**src/rtl/prop_sequencer.sv**
```systemverilog
// Sequences one training sample through a DEPTH-stage perceptron chain: forward
// phase, error evaluation, backward phase, result handshake. Optional macro
// PROP_SEQ_SKIP_ZERO_ERR_EN skips the backward phase when the error mask is zero.
module prop_sequencer #(
    parameter int unsigned DEPTH = 4,
    parameter int unsigned CW    = 8
) (
    input  logic       clk_in,
    input  logic       rst_in,
    input  logic       in_valid,
    output logic       in_ready,
    input  logic [2:0] in_data,
    input  logic [2:0] in_target,
    output logic [2:0] chain_fin,
    output logic       fd_prop,
    input  logic [2:0] chain_fout,
    output logic [2:0] chain_bin,
    output logic       bk_prop,
    input  logic [2:0] chain_bout,
    output logic       res_valid,
    input  logic       res_ready,
    output logic [2:0] res_out,
    output logic [2:0] res_err,
    output logic [2:0] res_bout,
    output logic       res_back,
    output logic       busy
);

    typedef enum logic [2:0] {
        IDLE,
        FWD,
        EVAL,
        BWD,
        DONE
    } state_t;

    localparam logic [CW-1:0] CNT_LAST = CW'(DEPTH - 1);

    state_t        state_q, state_d;
    logic [CW-1:0] cnt_q, cnt_d;
    logic          in_ready_q, in_ready_d;
    logic [2:0]    fin_q, fin_d;
    logic [2:0]    target_q, target_d;
    logic [2:0]    err_q, err_d;
    logic [2:0]    res_out_q, res_out_d;
    logic [2:0]    res_bout_q, res_bout_d;
    logic          res_back_q, res_back_d;
    logic [2:0]    err_now;
    logic          accept;

    assign accept  = in_valid && in_ready_q && (state_q == IDLE);
    assign err_now = chain_fout ^ target_q;

    always_comb begin
        state_d    = state_q;
        cnt_d      = cnt_q;
        in_ready_d = 1'b0;
        fin_d      = fin_q;
        target_d   = target_q;
        err_d      = err_q;
        res_out_d  = res_out_q;
        res_bout_d = res_bout_q;
        res_back_d = res_back_q;
        case (state_q)
            IDLE: begin
                // in_ready rises one cycle after entering IDLE and falls on the accepting edge
                in_ready_d = !accept;
                if (accept) begin
                    fin_d    = in_data;
                    target_d = in_target;
                    cnt_d    = '0;
                    state_d  = FWD;
                end
            end
            FWD: begin
                if (cnt_q == CNT_LAST) begin
                    cnt_d   = '0;
                    state_d = EVAL;
                end else begin
                    cnt_d = cnt_q + CW'(1);
                end
            end
            EVAL: begin
                res_out_d = chain_fout;
                err_d     = err_now;
                state_d   = BWD;
`ifdef PROP_SEQ_SKIP_ZERO_ERR_EN
                if (err_now == 3'b000) begin
                    res_back_d = 1'b0;
                    res_bout_d = '0;
                    state_d    = DONE;
                end
`endif
            end
            BWD: begin
                if (cnt_q == CNT_LAST) begin
                    cnt_d      = '0;
                    res_bout_d = chain_bout;
                    res_back_d = 1'b1;
                    state_d    = DONE;
                end else begin
                    cnt_d = cnt_q + CW'(1);
                end
            end
            DONE: begin
                if (res_ready) begin
                    state_d = IDLE;
                end
            end
            default: state_d = IDLE;
        endcase
    end

    always_ff @(posedge clk_in or negedge rst_in) begin
        if (!rst_in) begin
            state_q    <= IDLE;
            cnt_q      <= '0;
            in_ready_q <= 1'b0;
            fin_q      <= '0;
            target_q   <= '0;
            err_q      <= '0;
            res_out_q  <= '0;
            res_bout_q <= '0;
            res_back_q <= 1'b0;
        end else begin
            state_q    <= state_d;
            cnt_q      <= cnt_d;
            in_ready_q <= in_ready_d;
            fin_q      <= fin_d;
            target_q   <= target_d;
            err_q      <= err_d;
            res_out_q  <= res_out_d;
            res_bout_q <= res_bout_d;
            res_back_q <= res_back_d;
        end
    end

    // Strobes come from registered state only, so reset drops them asynchronously
    assign fd_prop   = (state_q == FWD);
    assign bk_prop   = (state_q == BWD);
    assign res_valid = (state_q == DONE);
    assign busy      = (state_q != IDLE);
    assign in_ready  = in_ready_q;
    assign chain_fin = fin_q;
    assign chain_bin = err_q;
    assign res_out   = res_out_q;
    assign res_err   = err_q;
    assign res_bout  = res_bout_q;
    assign res_back  = res_back_q;

endmodule

```
**config.mk**
```make
export PLATFORM = sky130hd
export DESIGN_NAME = prop_sequencer
export DESIGN_NICKNAME = d
export VERILOG_FILES = /design/src/rtl/prop_sequencer.sv
export SDC_FILE = /design/constraint.sdc
export NUM_CORES = 1
export LEC_CHECK = 0
export BUFFER_PORTS_ARGS = -buffer_cell sky130_fd_sc_hd__buf_2
export CORE_ASPECT_RATIO = 0.7
export CORE_MARGIN = 1.5
export CORE_UTILIZATION = 55
export CTS_CLUSTER_DIAMETER = 60
export CTS_CLUSTER_SIZE = 16
export DETAILED_ROUTE_END_ITERATION = 7
export HOLD_SLACK_MARGIN = 0.15
export PLACE_DENSITY = 0.83
export SLEW_MARGIN = 20
export SYNTH_ARGS = -nofsm -noshare
export SYNTH_HDL_FRONTEND = slang
export SYNTH_SLANG_ARGS = --single-unit
```
**constraint.sdc**
```tcl
create_clock -name clk_in -period 3.45 [get_ports clk_in]
set_clock_uncertainty 0.15 [all_clocks]
set_input_delay 0.5175 -clock clk_in [delete_from_list [all_inputs] [get_ports clk_in]]
set_output_delay 0.5175 -clock clk_in [all_outputs]
set_load 0.005 [all_outputs]
```
==> flow_summary.json, run 1 <==
{
  "outcome": "finished clean",
  "required_ns": 2.78,
  "synth_cell_type_count": 33,
  "cts.sinks": 28,
  "peakVddDrop_mv": 0.442,
  "cap_violations": 0,
  "dp_cells": 177,
  "netlist_instances": 114,
  "power.density_nw_per_um2": 898,
  "hpwl_mm": 2.05,
  "arrival_ns": 1.48,
  "die_area_um2": 2770,
  "fin_area_um2": 1580,
  "timing.fmax_mhz": 466,
  "relSlewSlack_pct": 60.0,
  "comb_power_share_pct": 44.4,
  "ys_seq_area_share_pct": 51.8,
  "tightest_slew_ns": 0.600,
  "final_core_util_pct": 70.4,
  "switchingPower_w": 0.000549,
  "drt-vias-per-instance": 5.41,
  "die_y_um": 44.5,
  "wl_mm": 2.64,
  "ioPinCount": 37,
  "hold_end": "state_q[2]",
  "slew_viol_final": 0,
  "die_width_um": 62.3,
  "n_antenna_cell": 0,
  "grt_pass1_vias": 970,
  "io_buffers": 36,
  "drtIter0Drc": 37,
  "hold_viol": 0,
  "dr.pass1.iters": 4,
  "r2r_start": "cnt_q[0]",
  "pwr-share-seq_pct": 44.5,
  "fin_tns_setup_ns": 0,
  "wl_per_cell_um": 14.5,
  "grt_max_degree": 29,
  "grt_setup_unrepaired": "false",
  "cts-resized-gates": 0,
  "syn-num-nets": 131,
  "min_path_type": "input pin to flop",
  "fin_ws_ns": 1.30,
  "worstPathMaxFanout": 8,
  "place_area_um2": 1530,
  "drc": 0,
  "synth_top_area_share_pct": 51.8,
  "vias": 985,
  "p_int_w": 0.000868,
  "final_common_cell": "buf_2",
  "syn_area_per_cell_um2": 11.9,
  "r2r-end": "cnt_q[6]",
  "rows": 14,
  "post-route-period-util_pct": 62.2,
  "cp-end-kind": "output port",
  "synth_seq_cells": 28,
  "cts_root_buf": "clkbuf_4",
  "grt_overflow": 0,
  "final.min_clock_period_ns": 2.15,
  "path_class": "flop to output port",
  "worst_r2r_path_depth": 5,
  "nets": 168,
  "insertion_delay_ns": 0.33,
  "grt_usage_pct": 22.1,
  "synth.top_cells.by_area": "dfrtp_1 52%, mux2_4 6.7%, mux2_2 5.0%",
  "p_leak_nw": 0.764,
  "clkPwrFrac_pct": 11.1,
  "start_util_pct": 60.3,
  "layout-drive-gt1-share_pct": 40.7,
  "coreArea_um2": 2240,
  "grt_pass1_wl_mm": 4.52,
  "ant_nets": 0,
  "layout-area-overhead-vs-synth_pct": 16.7,
  "setup_viol": 0,
  "synthesis.area_um2": 1350,
  "cts_made_buffers": 3,
  "clk_pin_slew_ns": 0.13,
  "sw_frac_of_total_pct": 38.7,
  "gp_congestion": 0.888,
  "cp-start-kind": "flop",
  "hold_start": "res_ready",
  "worstHoldPathCells": 2,
  "stdcell_count": 182,
  "cts_tree": "done",
  "synth_warnings": 0,
  "clk_path_buf_depth": 2,
  "pre_cts_ws_ns": 1.62,
  "htree_levels": 1,
  "r2r_slack_ns": 1.60,
  "synth_top_area_cell": "dfrtp_1",
  "antenna_found_initial": 0,
  "layout_common_cells": "36 x buf_2, 28 x dfrtp_1, 12 x nor2_1, 9 x nand2_1"
}
## critical path: stages (launching register included)
cell and delay [ns]:
dfrtp_1 0.53, or3_4 0.48, buf_2 0.14
## worst max-delay path by stage
stage | from | endpoint | slack (ns) | cells after the start
2_1_floorplan | state_q[0] | chain_fin[0] | 1.78 | 4
3_3_place_gp | state_q[0] | busy | 1.70 | 2
3_5_place_dp | cnt_q[0] | cnt_q[6] | 1.62 | 5
4_1_cts | state_q[0] | busy | 1.29 | 2
5_1_grt | state_q[0] | busy | 1.25 | 2
6_report | state_q[0] | busy | 1.30 | 2
## metal layers
metal	wire, um	up-vias	part of all wire (%)	global-route usage (%)
met2	1260	41	48	38.5
met4	27	0	1.0	6.22
met1	1190	466	45	28.1
li1	-	473	-	-
met3	166	5	6.3	5.85
met5	0	-	0	0
## cell usage after synthesis
| cell type | number |
|---|---|
| and3b_1 | 1 |
| mux2_4 | 6 |
| dfrtp_1 | 28 |
| nor2_1 | 12 |
| o21ba_2 | 1 |
| mux2_2 | 6 |
| xnor2_1 | 4 |
| and2_1 | 1 |
| buf_6 | 1 |
| buf_4 | 4 |
| inv_1 | 2 |
| a31oi_1 | 3 |
| nor3_4 | 1 |
| a21oi_1 | 6 |
| nand3_1 | 3 |
| nor3_1 | 1 |
| nand2b_4 | 1 |
| or3_4 | 1 |
| nand2_1 | 9 |
| o21bai_1 | 1 |
| nor4_4 | 1 |
| nand2b_1 | 1 |
| o21ai_0 | 6 |
| nand3_2 | 1 |
| nor3b_2 | 1 |
| o31ai_1 | 1 |
| a21oi_2 | 1 |
| a21o_1 | 2 |
| xor2_1 | 1 |
| nand4_1 | 3 |
| a22o_1 | 2 |
| ha_1 | 1 |
| nor2_8 | 1 |
## layout make-up
type | count | area (um2)
inverters | 2 | 7.51
multi-input cells | 79 | 603
fillers | 179 | 664
well taps | 32 | 40.0
clock buffers | 4 | 36.3
repair buffers | 37 | 190
flip-flops and latches | 28 | 701
## metrics by stage
stage	total power, W	hold slack, ns
after global placement	0.00122	0.303
final	0.00142	0.204
after floorplan	0.00106	0.0719
after detailed placement	0.00126	0.312
after global routing	0.00153	0.183
after CTS	0.00142	0.192
## flip-flops by register name, indices dropped and copies added (netlist names)
| register | count |
|---|---|
| chain_bin | 3 |
| chain_fin | 3 |
| cnt_q | 8 |
| in_ready | 1 |
| res_back | 1 |
| res_bout | 3 |
| res_out | 3 |
| state_q | 3 |
| target_q | 3 |
## cell families (layout without fill, tap and decap cells)
group                    count (synthesis)  after routing  synth area share [%]
AO/OA/AOI/OAI                           23             23                  10.7
flip-flops                              28             28                  51.8
AND/OR/NAND/NOR                         38             38                  18.0
XOR/XNOR                                 5              5                  3.24
multiplexers                            12             12                  11.7
adder cells (fa/ha/maj)                  1              1                 0.925
buffers and inverters                    7             43                  3.61
## power by group through the flow
| stage | sequential, W | combinational, W | clock [W] |
|---|---|---|---|
| finish | 0.000630 | 0.000629 | 0.000158 |
| global placement | 0.000616 | 0.000604 | 0 |
| floorplan | 0.000597 | 0.000467 | 0 |
| global route | 0.000656 | 0.000695 | 0.000178 |
| CTS | 0.000627 | 0.000634 | 0.000163 |
| detailed placement | 0.000631 | 0.000633 | 0 |
## timing repair
action / 4_1_cts / 5_1_grt
hold buffers: 1 / 0
setup endpoints to repair: 0 / 0
endpoints found under the hold margin: 28 / 0
setup buffers: 0 / 0
Power figures use the tool's default switching activity.
==> run 2, diff against run 1 <==
Settings changed: ABC_AREA set to 1, CORE_UTILIZATION 55 to 51, PLACE_DENSITY 0.83 to 0.78.
Clock period 3.45 ns to 2.1 ns, I/O delays scaled along.
==> run 2 against run 1 <==
  * Setup slack got worse by 0.84 ns
  * Sequential power increased by 53%
  * First-iteration DRC count increased to 2.7 times the previous value
  * Sequential share of layout area decreased by 4.3 points
  * Combinational power increased by 50%
  * Critical endpoint is now bk_prop
  * Largest cell class unchanged
  * Highest routed layer unchanged
==> flow_summary.json, run 2 <==
{
  "dr.pass1.iters": 4,
  "fin_tns_setup_ns": 0,
  "rows": 15,
  "grt_pass1_wl_mm": 4.91,
  "clk_path_buf_depth": 2,
  "dp_cells": 233,
  "io_buffers": 36,
  "hold_viol": 0,
  "die_y_um": 46.4,
  "ant_nets": 0,
  "required_ns": 1.63,
  "ys_seq_area_share_pct": 51.1,
  "peakVddDrop_mv": 0.713,
  "largest_reg_flops": 8,
  "synth_seq_cells": 28,
  "grt_usage_pct": 22.8,
  "stdcell_count": 250,
  "synthesis.area_um2": 1370,
  "finalPower_w": 0.00223,
  "synthArstFlopShare_pct": 100,
  "wl_mm": 3.03,
  "layout-drive-gt1-share_pct": 25.9,
  "tightest_slew_ns": 0.589,
  "final_core_util_pct": 70.0,
  "nets": 234,
  "p_int_w": 0.00135,
  "netlist_instances": 167,
  "setup_viol": 0,
  "grt_pass1_vias": 1143,
  "vias": 1248,
  "synth_top_area_cell": "dfrtp_1",
  "timing.fmax_mhz": 610,
  "outcome": "finished clean",
  "cap_violations": 0,
  "start_util_pct": 54.9,
  "sw_frac_of_total_pct": 39.4,
  "comb_power_share_pct": 42.4,
  "htree_levels": 1,
  "antenna_found_initial": 0,
  "cts_root_buf": "clkbuf_8",
  "n_antenna_cell": 0,
  "postCtsSetupBuffers": 0,
  "final_common_cell": "nand2_1",
  "power.density_nw_per_um2": 1280,
  "arrival_ns": 1.17,
  "largest-register": "cnt_q",
  "fin_ws_ns": 0.461,
  "pwr-share-seq_pct": 43.3,
  "cts.sinks": 28,
  "relSlewSlack_pct": 60.7,
  "pre_cts_ws_ns": 0.592,
  "synth_cell_type_count": 21,
  "cts_tree": "done",
  "post-route-period-util_pct": 78.0,
  "cp-start-kind": "flop",
  "die_area_um2": 3010,
  "synth_edf_count": 0,
  "slew_viol_final": 0,
  "drt-vias-per-instance": 4.99,
  "clk_pin_slew_ns": 0.09,
  "synth_warnings": 0,
  "syn_area_per_cell_um2": 8.20,
  "die_width_um": 65.0,
  "grt_setup_unrepaired": "false",
  "coreArea_um2": 2500,
  "drtIter0Drc": 100,
  "synth_top_area_share_pct": 51.1,
  "synth_ff_type": "dfrtp_1",
  "grt_overflow": 0,
  "gp_congestion": 0.870,
  "layout-area-overhead-vs-synth_pct": 27.6,
  "final.min_clock_period_ns": 1.64,
  "synth.top_cells.by_area": "dfrtp_1 51%, nand2_1 17%, inv_1 5.8%",
  "cts_made_buffers": 3,
  "switchingPower_w": 0.000880,
  "synth_most_common_cell": "nand2_1",
  "wl_per_cell_um": 12.1,
  "path_class": "flop to output port",
  "grt_max_degree": 29,
  "drc": 0,
  "synth_commonest_cells": "61 x nand2_1, 28 x dfrtp_1, 21 x inv_1, 13 x nand3_1, 9 x o21ai_0",
  "insertion_delay_ns": 0.27,
  "ioPinCount": 37,
  "filler_cell_count": 191,
  "layout_common_cells": "61 x nand2_1, 36 x buf_2, 28 x dfrtp_1, 21 x inv_1",
  "clkPwrFrac_pct": 14.3,
  "worstPathMaxFanout": 5,
  "hpwl_mm": 2.20,
  "syn-num-nets": 184,
  "cp-end-kind": "output port",
  "min_path_type": "input pin to flop",
  "p_leak_nw": 0.971
}
run 2: final timing paths:
kind,from,to,slack [ns],cells past startpoint
min in group asynchronous,rst_in,cnt_q[0],0.42,2
min reg2reg,res_back,res_back,0.33,1
max,state_q[2],bk_prop,0.46,4
min,res_ready,state_q[2],0.19,4
max in group asynchronous,rst_in,target_q[0],0.99,2
max reg2reg,state_q[0],cnt_q[2],0.59,7
run 2: power by group through the flow:
stage | Combinational [W] | Clock (W) | Sequential (W)
after floorplan | 0.000626 | 0 | 0.000950
after detailed placement | 0.000930 | 0 | 0.000966
after global routing | 0.00108 | 0.000353 | 0.00100
after global placement | 0.000875 | 0 | 0.000958
after CTS | 0.000942 | 0.000330 | 0.000964
final | 0.000945 | 0.000320 | 0.000966
run 2: cell families after synthesis:
family                   Yosys count  share of synthesized area [%]
AO/OA/AOI/OAI                     15                           7.12
adder cells (fa/ha/maj)            1                          0.913
XOR/XNOR                           3                           1.92
buffers and inverters             29                           9.32
AND/OR/NAND/NOR                   91                           29.6
flip-flops                        28                           51.1
run 2: layer usage:
metal / up-vias / global-route usage [%] / part of all wire (%)
met5: - / 0 / 0
met4: 0 / 7.66 / 1.2
li1: 610 / - / -
met3: 4 / 5.87 / 6.8
met2: 56 / 39.6 / 50
met1: 578 / 28.6 / 42
run 2: layout make-up:
type / count / area [um2] / share of cell area (%)
inverters: 24 / 90.1 / 5.15
well taps: 34 / 42.5 / 2.43
multi-input cells: 110 / 542 / 31.0
flip-flops and latches: 28 / 701 / 40.1
clock buffers: 4 / 55.1 / 3.15
repair buffers: 50 / 318 / 18.2
run 2: worst max-delay path: stages (launching register included):
cell     delay, ns
dfrtp_1       0.41
inv_1         0.15
nand2_4       0.10
nor2_4        0.12
buf_2         0.12
run 2: timing repair:
action / CTS / global route
gates resized for setup: 0 / 0
hold endpoints to repair: 39 / 1
hold buffers: 12 / 1
run 2: through the flow:
step | hold WS (ns) | instance area, um2
finish | 0.194 | 1750
global route | 0.205 | 1750
CTS | 0.156 | 1740
detailed placement | 0.214 | 1560
global placement | 0.208 | 1560
floorplan | -0.131 | 1370
==> run 3, diff against run 2 <==
Settings changed: ABC_AREA 1 to 0.
Clock period 2.1 ns to 1.6 ns, I/O delays scaled along.
==> run 3 against run 2 <==
  * The run now ends with setup timing left
  * Die area is 1.2% lower
  * Sequential share of layout area is 4.6 points lower
  * Register-to-register slack worse by 0.67 ns
  * Sequential power is 36% higher
  * Total power is 76% higher
  * Routed wire length is 29% higher
  * Highest routed layer unchanged
==> flow_summary.json, run 3 (synthesis gave the netlist of run 1 again) <==
{
  "outcome": "finished, violations left",
  "violations": "setup timing",
  "final_common_cell": "buf_2",
  "clk_path_buf_depth": 2,
  "seq_area_um2": 701,
  "drc": 0,
  "htree_levels": 1,
  "required_ns": 1.62,
  "layout-drive-gt1-share_pct": 49.7,
  "slew_viol_final": 0,
  "r2r_start": "cnt_q[0]",
  "tightest_slew_ns": 0.600,
  "cap_violations": 0,
  "dr.pass1.iters": 4,
  "insertion_delay_ns": 0.27,
  "io_buffers": 36,
  "start_util_pct": 54.2,
  "coreArea_um2": 2500,
  "grt_max_degree": 29,
  "cts_root_buf": "clkbuf_8",
  "grt_usage_pct": 24.4,
  "grt_pass1_vias": 1124,
  "final_core_util_pct": 79.1,
  "r2r_slack_ns": -0.08,
  "grt_pass1_wl_mm": 5.25,
  "multi_input_area_um2": 673,
  "fin_hold_ws_ns": 0.314,
  "p_leak_nw": 0.945,
  "cp-end-kind": "flop",
  "ant_nets": 0,
  "antenna_found_initial": 0,
  "clk_pin_slew_ns": 0.09,
  "worstPathMaxFanout": 5,
  "cp-start-kind": "flop",
  "setup_viol": 16,
  "grt_overflow": 0,
  "worst_r2r_path_depth": 4,
  "final.min_clock_period_ns": 1.68,
  "nets": 199,
  "fin_tns_setup_ns": -0.665,
  "layout_common_cells": "35 x buf_2, 28 x dfrtp_1, 15 x dlygate4sd3_1, 13 x buf_4, 9 x mux2_4",
  "layout-area-overhead-vs-synth_pct": 46.0,
  "path_class": "flop to flop",
  "power.density_nw_per_um2": 1990,
  "largest_reg_flops": 8,
  "grt_setup_unrepaired": "true",
  "peakVddDrop_mv": 1.10,
  "relSlewSlack_pct": 60.0,
  "cts_tree": "done",
  "crit_end": "res_bout[1]",
  "arrival_ns": 1.69,
  "pre_cts_ws_ns": -0.0245,
  "cts.sinks": 28,
  "drtIter0Drc": 82,
  "cts_made_buffers": 3,
  "die_y_um": 46.1,
  "drt-vias-per-instance": 5.65,
  "filler_cell_count": 146,
  "die_width_um": 64.6,
  "wl_mm": 3.93,
  "fin_ws_ns": -0.0797,
  "ioPinCount": 37,
  "die_area_um2": 2970,
  "largest-register": "cnt_q",
  "wl_per_cell_um": 18.3,
  "post-route-period-util_pct": 105,
  "hpwl_mm": 2.16,
  "r2r-end": "res_bout[1]",
  "n_antenna_cell": 0,
  "critPathLaunch": "cnt_q[0]",
  "timing.fmax_mhz": 595,
  "vias": 1215,
  "hold_viol": 0,
  "rows": 15,
  "gp_congestion": 0.963,
  "min_path_type": "input pin to flop"
}
[run 3: cell count changes in the layout (fill, tap and decap cells not counted), sizes merged, moves of 9 or more]
cell / before / now
inv: 24 / 2
buf: 37 / 53
nand2: 62 / 9
mux2: 0 / 12
nand3: 14 / 4
o21ai: 15 / 6
[run 3: worst max-delay path: stages, from the launching register on]
cell and delay, ns:
dfrtp_1 0.37, ha_2 0.20, nor3b_4 0.33, nand3_2 0.20, mux2_2 0.32
[run 3: worst min-delay path by stage]
stage | startpoint | end | slack, ns | cells after the start
2_1_floorplan | rst_in | chain_bin[0] | -0.21 | 0
4_1_cts | in_valid | state_q[0] | 0.24 | 3
6_report | in_valid | state_q[0] | 0.31 | 3
3_3_place_gp | rst_in | res_back | 0.13 | 1
5_1_grt | in_valid | state_q[0] | 0.30 | 3
3_5_place_dp | rst_in | res_bout[2] | 0.13 | 1
[run 3: final cells by class]
cell class                      count  area share [%]
Clock buffer                        3            2.09
Clock inverter                      1            1.52
Inverter                            2           0.380
Multi-Input combinational cell     79            34.1
Sequential cell                    28            35.5
Tap cell                           34            2.15
Timing Repair Buffer               68            24.3
[run 3: stage by stage]
| step | instances | cell area [um2] | total power, W |
|---|---|---|---|
| floorplan | 114 | 1370 | 0.00232 |
| global placement | 189 | 1620 | 0.00279 |
| detailed placement | 189 | 1620 | 0.00288 |
| CTS | 210 | 1860 | 0.00351 |
| global route | 215 | 1970 | 0.00414 |
| finish | 215 | 1970 | 0.00394 |
[run 3: what timing repair did]
action | 4_1_cts | 5_1_grt
gates resized for setup | 2 | 21
pin swaps | 1 | 4
hold buffers | 15 | 0
hold endpoints to repair | 45 | 0
setup buffers | 2 | 5
endpoints found under the setup margin | 12 | 24
[run 3: metal layers]
metal	wire (um)	vias to the layer above	part of all wire (%)	global-route usage (%)
li1	-	535	-	-
met2	1920	76	49	45.0
met4	218	0	5.6	6.81
met1	1500	575	38	29.3
met5	0	-	0	0
met3	288	29	7.3	6.36
[run 3: power by group]
group          total [W]  switching [W]  internal, W
logic            0.00208        0.00102      0.00106
clock network   0.000543       0.000208     0.000335
registers        0.00131       0.000282      0.00103
